`src/rtl/vga_timing_pkg.sv`:
```
// vga_timing_pkg: counter width default and standard VGA mode segment lengths
// shared by the timing generator and its axis counters.
package vga_timing_pkg;

    localparam int VGA_CW_DEFAULT = 11;

    typedef struct packed {
        int active;
        int fp;
        int sync;
        int bp;
    } seg_t;

    localparam seg_t H_640  = '{active: 640,  fp: 16, sync: 96,  bp: 48};
    localparam seg_t V_480  = '{active: 480,  fp: 10, sync: 2,   bp: 33};
    localparam seg_t H_800  = '{active: 800,  fp: 40, sync: 128, bp: 88};
    localparam seg_t V_600  = '{active: 600,  fp: 1,  sync: 4,   bp: 23};
    localparam seg_t H_1024 = '{active: 1024, fp: 24, sync: 136, bp: 160};
    localparam seg_t V_768  = '{active: 768,  fp: 3,  sync: 6,   bp: 29};

endpackage

```
`src/rtl/vga_axis_counter.sv`:
```
// vga_axis_counter: one timing axis (active, front porch, sync, back porch)
// with combinational segment decode of the current count.
module vga_axis_counter #(
    parameter int CW     = 11,
    parameter int ACTIVE = 1024,
    parameter int FP     = 24,
    parameter int SYNC   = 136,
    parameter int BP     = 160,
    parameter bit POL    = 1'b0
) (
    input  logic          clk,
    input  logic          clr_n,
    input  logic          en,
    output logic [CW-1:0] count,
    output logic          active,
    output logic          sync,
    output logic          wrap
);

    localparam int TOTAL   = ACTIVE + FP + SYNC + BP;
    localparam int SYNC_LO = ACTIVE + FP;
    localparam int SYNC_HI = ACTIVE + FP + SYNC;

    if (ACTIVE < 1 || FP < 1 || SYNC < 1 || BP < 1) begin : g_seg_err
        $error("vga_axis_counter: every segment length must be at least 1");
    end
    if (TOTAL > 2 ** CW) begin : g_width_err
        $error("vga_axis_counter: total length does not fit in CW bits");
    end

    always_ff @(posedge clk or negedge clr_n) begin
        if (!clr_n)
            count <= '0;
        else if (en)
            count <= wrap ? '0 : count + 1'b1;
    end

    // compare in 32 bits so ACTIVE == 2**CW does not alias to zero
    always_comb begin
        wrap   = 32'(count) == TOTAL - 1;
        active = 32'(count) < ACTIVE;
        sync   = (32'(count) >= SYNC_LO && 32'(count) < SYNC_HI) ? POL : ~POL;
    end

endmodule

```
`src/rtl/vga_timing_gen.sv`:
```
// vga_timing_gen: VGA raster timing with one pixel of output latency.
// Define VGA_TIMING_FRAME_CNT_EN to add the 16-bit frame_cnt output.
module vga_timing_gen
    import vga_timing_pkg::*;
#(
    parameter int CW        = VGA_CW_DEFAULT,
    parameter int H_ACTIVE  = H_1024.active,
    parameter int H_FP      = H_1024.fp,
    parameter int H_SYNC    = H_1024.sync,
    parameter int H_BP      = H_1024.bp,
    parameter int V_ACTIVE  = V_768.active,
    parameter int V_FP      = V_768.fp,
    parameter int V_SYNC    = V_768.sync,
    parameter int V_BP      = V_768.bp,
    parameter bit HSYNC_POL = 1'b0,
    parameter bit VSYNC_POL = 1'b0
) (
    input  logic          clk,
    input  logic          clr_n,
    input  logic          pix_en,
    output logic          hsync,
    output logic          vsync,
    output logic          de,
    output logic [CW-1:0] x,
    output logic [CW-1:0] y,
    output logic          sol,
    output logic          sof
`ifdef VGA_TIMING_FRAME_CNT_EN
    ,
    output logic [15:0]   frame_cnt
`endif
);

    logic [CW-1:0] hc, vc;
    logic h_act, v_act, h_sync, v_sync, h_wrap;
    logic act;

    vga_axis_counter #(
        .CW(CW), .ACTIVE(H_ACTIVE), .FP(H_FP), .SYNC(H_SYNC), .BP(H_BP), .POL(HSYNC_POL)
    ) u_h (
        .clk(clk), .clr_n(clr_n), .en(pix_en),
        .count(hc), .active(h_act), .sync(h_sync), .wrap(h_wrap)
    );

`ifdef VGA_TIMING_FRAME_CNT_EN
    logic v_wrap;
`endif

    vga_axis_counter #(
        .CW(CW), .ACTIVE(V_ACTIVE), .FP(V_FP), .SYNC(V_SYNC), .BP(V_BP), .POL(VSYNC_POL)
    ) u_v (
        .clk(clk), .clr_n(clr_n), .en(pix_en && h_wrap),
        .count(vc), .active(v_act), .sync(v_sync),
`ifdef VGA_TIMING_FRAME_CNT_EN
        .wrap(v_wrap)
`else
        .wrap()
`endif
    );

    assign act = h_act && v_act;

    // pulses are cleared on every clk so they stay one clk wide when pix_en is sparse
    always_ff @(posedge clk or negedge clr_n) begin
        if (!clr_n) begin
            de    <= 1'b0;
            x     <= '0;
            y     <= '0;
            hsync <= ~HSYNC_POL;
            vsync <= ~VSYNC_POL;
            sol   <= 1'b0;
            sof   <= 1'b0;
        end else begin
            sol <= pix_en && hc == '0;
            sof <= pix_en && hc == '0 && vc == '0;
            if (pix_en) begin
                de    <= act;
                x     <= act ? hc : '0;
                y     <= act ? vc : '0;
                hsync <= h_sync;
                vsync <= v_sync;
            end
        end
    end

`ifdef VGA_TIMING_FRAME_CNT_EN
    always_ff @(posedge clk or negedge clr_n) begin
        if (!clr_n)
            frame_cnt <= '0;
        else if (pix_en && h_wrap && v_wrap)
            frame_cnt <= frame_cnt + 16'd1;
    end
`endif

endmodule

```
`config.mk`:
```
export PLATFORM = sky130hd
export DESIGN_NAME = vga_timing_gen
export DESIGN_NICKNAME = d
export VERILOG_FILES = /design/src/rtl/vga_timing_pkg.sv /design/src/rtl/vga_axis_counter.sv /design/src/rtl/vga_timing_gen.sv
export SDC_FILE = /design/constraint.sdc
export NUM_CORES = 1
export LEC_CHECK = 0
export BUFFER_PORTS_ARGS = -buffer_cell sky130_fd_sc_hd__buf_2
export CORE_MARGIN = 2
export CORE_UTILIZATION = 33
export DETAILED_ROUTE_END_ITERATION = 10
export GPL_ROUTABILITY_DRIVEN = 1
export PLACE_DENSITY = 0.5
export RECOVER_POWER = 25
export SLEW_MARGIN = 10
export SYNTH_ARGS = -nofsm -noshare
export SYNTH_HDL_FRONTEND = slang
export SYNTH_SLANG_ARGS = --single-unit
```
`constraint.sdc`:
```
create_clock -name clk -period 2.4 [get_ports clk]
set_input_delay 0.12 -clock clk [delete_from_list [all_inputs] [get_ports clk]]
set_output_delay 0.12 -clock clk [all_outputs]
set_load 0.02 [all_outputs]
```
==> summary.md <==
| Metric | Value |
|---|---|
| Outcome | finished, violations left |
| Violated checks | max-capacitance violations, max-slew violations |
| Highest Clock Rate | ~530 MHz |
| Fin cells | between 300 and 400 |
| Clk sinks | a little under 50 |
| Core area | around 0.0067 mm2 |
| Setup_tns | 0 ps |
| Register-to-register setup slack | approximately 530 ps |
| Clk_lat worst skew | roughly 300 ps |
| Total grt overflow | 0 |
| Max-Cap Viols | 1 |
| Max rail drop VDD | roughly 0.25 mV |
| CP Launch Type | flip-flop |
| Most Used Layer, Global Route | met1 |
| First-pass GRT wire length | between 7000 and 8000 um |
| Synth Area in Simple Gates | between 10% and 20% |
| Leak Pwr | around 1.2 nW |
| Post-synth top area share | 52.40% |
| DRC | 0 |
| CTS tree | done |
| Top cells by count, synth | dfrtp_1 (47), a22o_1 (20), nor2_1 (13), nand2_1 (11), clkbuf_1 (10) |
| Post-synthesis xor/xnor area fraction | 3.122% |
| CP endpoint kind | flip-flop |
| Worst clock skew | 3.935 ps |
| Synth area leaders | dfrtp_1 (52%), a22o_1 (7.8%), ha_1 (2.8%), dfstp_2 (2.3%), xnor2_1 (2.3%) |
| Util after Layout | 38.75% |
| Total chip power | 1.974 mW |
| Worst Hold End | y[10]$_DFFE_PN0P_ |
| Unrepaired setup endpoints after global routing | no |
| Starting density of the core | 33.60% |
| Int Power | 1.368 mW |
| Pre-CTS WS | between 500 and 600 ps |
| Full die area | 0.007478 mm2 |
| Post-synthesis register bit count | a little under 50 |
| Layout cells sized above 1 | approximately 17% |
| Flop pwr share | between 50% and 60% |
| WS Path Type | flip-flop to flip-flop |
| Max Slew Vio Count | 32 |
| Avg Inst Size Synth | around 11 um2 |
| Die extent in x | between 80 and 90 um |
| Total Wirelength | between 4000 and 5000 um |
| Die Span Y | 86.48 um |
| PortBufs | 29 |
| Vias in the first global route | ~1500 |
| EDFF count, synth | 0 |
| Clk network pwr share | 30.3% |
| Synthesis Warnings | 0 |
| Pin count of the biggest net entering global routing | 32 |
| Data required time of the worst path | approximately 2600 ps |
| Main synth FF type | dfrtp_1 |
| Via count | 1647 |
| Hold Path Origin | pix_en |
| Worst R2R End | u_v.count[8]$_DFFE_PN0P_ |
| Antenna violations before repair | 0 |
| Arrival @ worst endpoint | 2100 ps |
| Min-Delay Path Depth | 2 |
| Final setup violating endpoints | 0 |
| Unique masters post-synth | 40 |
| PwrDens | about 760 mW/mm2 |
| Post-synthesis cell count | a little over 200 |
| Main combinational cell family by area after synthesis | simple AND/OR/NAND/NOR gates |
| Clock Path Buffers | 2 |
| Leading area contributor after synthesis | dfrtp_1 |
| Adder-cell share of the synthesized area | 2.787% |
| HPWL after DPL | between 3000 and 4000 um |
| Setup ws final | 526.9 ps |
| Drt initial violations | 38 |
| HP Class | primary input to flip-flop |
| Site row count | 30 |
| Maximum fanout along the worst path | 11 |
| Diodes inserted | 0 |
| Tmin final | 1873 ps |
| Worst slew pin tran | 1739 ps |
| Area grow syn2layout | 15.33% |
| H-tree Lvls | 2 |
| RR Startpoint | u_h.count[7]$_DFFE_PN0P_ |
| Sw frac | around 30% |
| Post-CTS Setup Inserts | 0 |
| Sequential-to-total area share from yosys stat | between 50 and 60% |
| DRT Pass-1 Iters | 4 |
| Post-synthesis compound-gate area fraction | between 10% and 20% |
| Root buf cell | clkbuf_8 |
| Final period util | about four fifths |
| Headroom to the max-slew limit | -15.90% |
| Final ANT Viol Nets | 0 |
| Total GRT Usage | a little over an eighth |
| WL/cell | 15.41 um |
| Async set-reset flop share out of synthesis | between 90% and 100% |
| Final Hold Viols | 0 |
| Cells after DPL | a little over 300 |
| Num ports | 30 |
| Netlist Area Pre-Place | about 0.0022 mm2 |
| Clk slew on worst S/H paths | ~90 ps |
| Global Route met3 Usage | between 2 and 2.5% |
| TritonCTS buffer count | 5 |
| Gp weighted congestion | slightly above 0.8 |
| Count leader, synth | dfrtp_1 |
| Met1 Track Usage GR | 20.63% |
| R2R depth | 5 |
| Comb power frac | 16.6% |
| Net switching power figure | 606.1 uW |
| DR vias/cell | between 5 and 6 |
| Final #Nets | roughly 240 |
| Syn Nets | 210 |
| Mux cell area share after synthesis | around 1.8% |
| Met2 Usage GRT | a little under 20% |
cell usage in the layout, fill, tap and decap left out, types with 2 or more instances in the layout:
cell type and n:
or3_1 2, a21oi_1 5, clkbuf_1 12, o21ai_1 3
nor4b_1 2, nand2_1 11, a22o_1 20, buf_4 6
inv_1 7, nand4b_1 2, a31oi_1 3, nor4_1 2
nand4_1 6, mux2i_1 3, buf_2 17, nor2_1 13
xor2_1 2, a21o_1 2, nand3_1 9, xnor2_1 6
and3_1 3, and2_1 2, nor2b_1 2, and4_1 5
dfstp_2 2, ha_1 5, o31ai_1 3, o21ai_0 8
clkbuf_8 5, dfrtp_1 47
layout make-up:
cell class	count	area (um2)
Clock buffer	5	68.82
Inverter	7	26.28
Fill cell	663	4093
Clock inverter	3	46.29
Sequential cell	49	1229
Multi-Input combinational cell	131	933.4
Tap cell	80	100.1
Timing Repair Buffer	36	185.2
critical path: stages (launching register included):
cell	delay (ps)
dfrtp_1	530
nor4b_4	450
and4_1	390
buf_4	200
a31oi_1	90
a31oi_1	150
power groups by stage:
stage	registers [mW]	logic (mW)	clock network [mW]
2_1_floorplan	1.06	0.231	0
3_3_place_gp	1.07	0.338	0
3_5_place_dp	1.07	0.340	0
4_1_cts	1.05	0.342	0.616
5_1_grt	1.07	0.368	0.648
6_report	1.05	0.327	0.599
state kept, by name (all words and copies together), names as in the netlist:
signal     flops
y             11
u_h.count     11
de             1
x             11
hsync          1
vsync          1
u_v.count     11
sof            1
sol            1
through the flow:
stage	hold slack [ps]	cell area (um2)
floorplan	-175.6	2245
global placement	222.1	2479
detailed placement	233.3	2479
CTS	189.9	2604
global route	190.7	2589
finish	193.4	2589
per-layer routing:
layer | share of wire (%) | wire [um] | vias up
li1 | - | - | 803
met2 | 45 | 2155 | 38
met5 | 0 | 0 | -
met4 | 0.33 | 16 | 0
met3 | 3.0 | 145 | 2
met1 | 52 | 2474 | 804
logic make-up (layout without fill, tap and decap cells):
logic type               after synthesis  count (layout)
adder cells (fa/ha/maj)                5               5
buffers and inverters                 22              51
AND/OR/NAND/NOR                       65              65
multiplexers                           4               4
AO/OA/AOI/OAI                         49              49
flip-flops                            49              49
XOR/XNOR                               8               8
timing repair:
action,4_1_cts,5_1_grt
hold endpoints to repair,27,0
hold buffers,1,0
gates resized for setup,0,0
worst max-delay path by stage:
stage               depth (start not counted)                     start                        to  slack [ps]
finish                                      5  u_h.count[7]$_DFFE_PN0P_  u_v.count[8]$_DFFE_PN0P_         530
global route                                2                     clr_n          x[3]$_DFFE_PN0P_         220
CTS                                         7  u_h.count[0]$_DFFE_PN0P_             sof$_DFF_PN0_         490
detailed placement                          7  u_h.count[0]$_DFFE_PN0P_             sof$_DFF_PN0_         540
global placement                            7  u_h.count[0]$_DFFE_PN0P_             sof$_DFF_PN0_         570
floorplan                                   4  u_v.count[4]$_DFFE_PN0P_  u_v.count[9]$_DFFE_PN0P_         690
No activity file was read; power rests on OpenSTA's default activity.
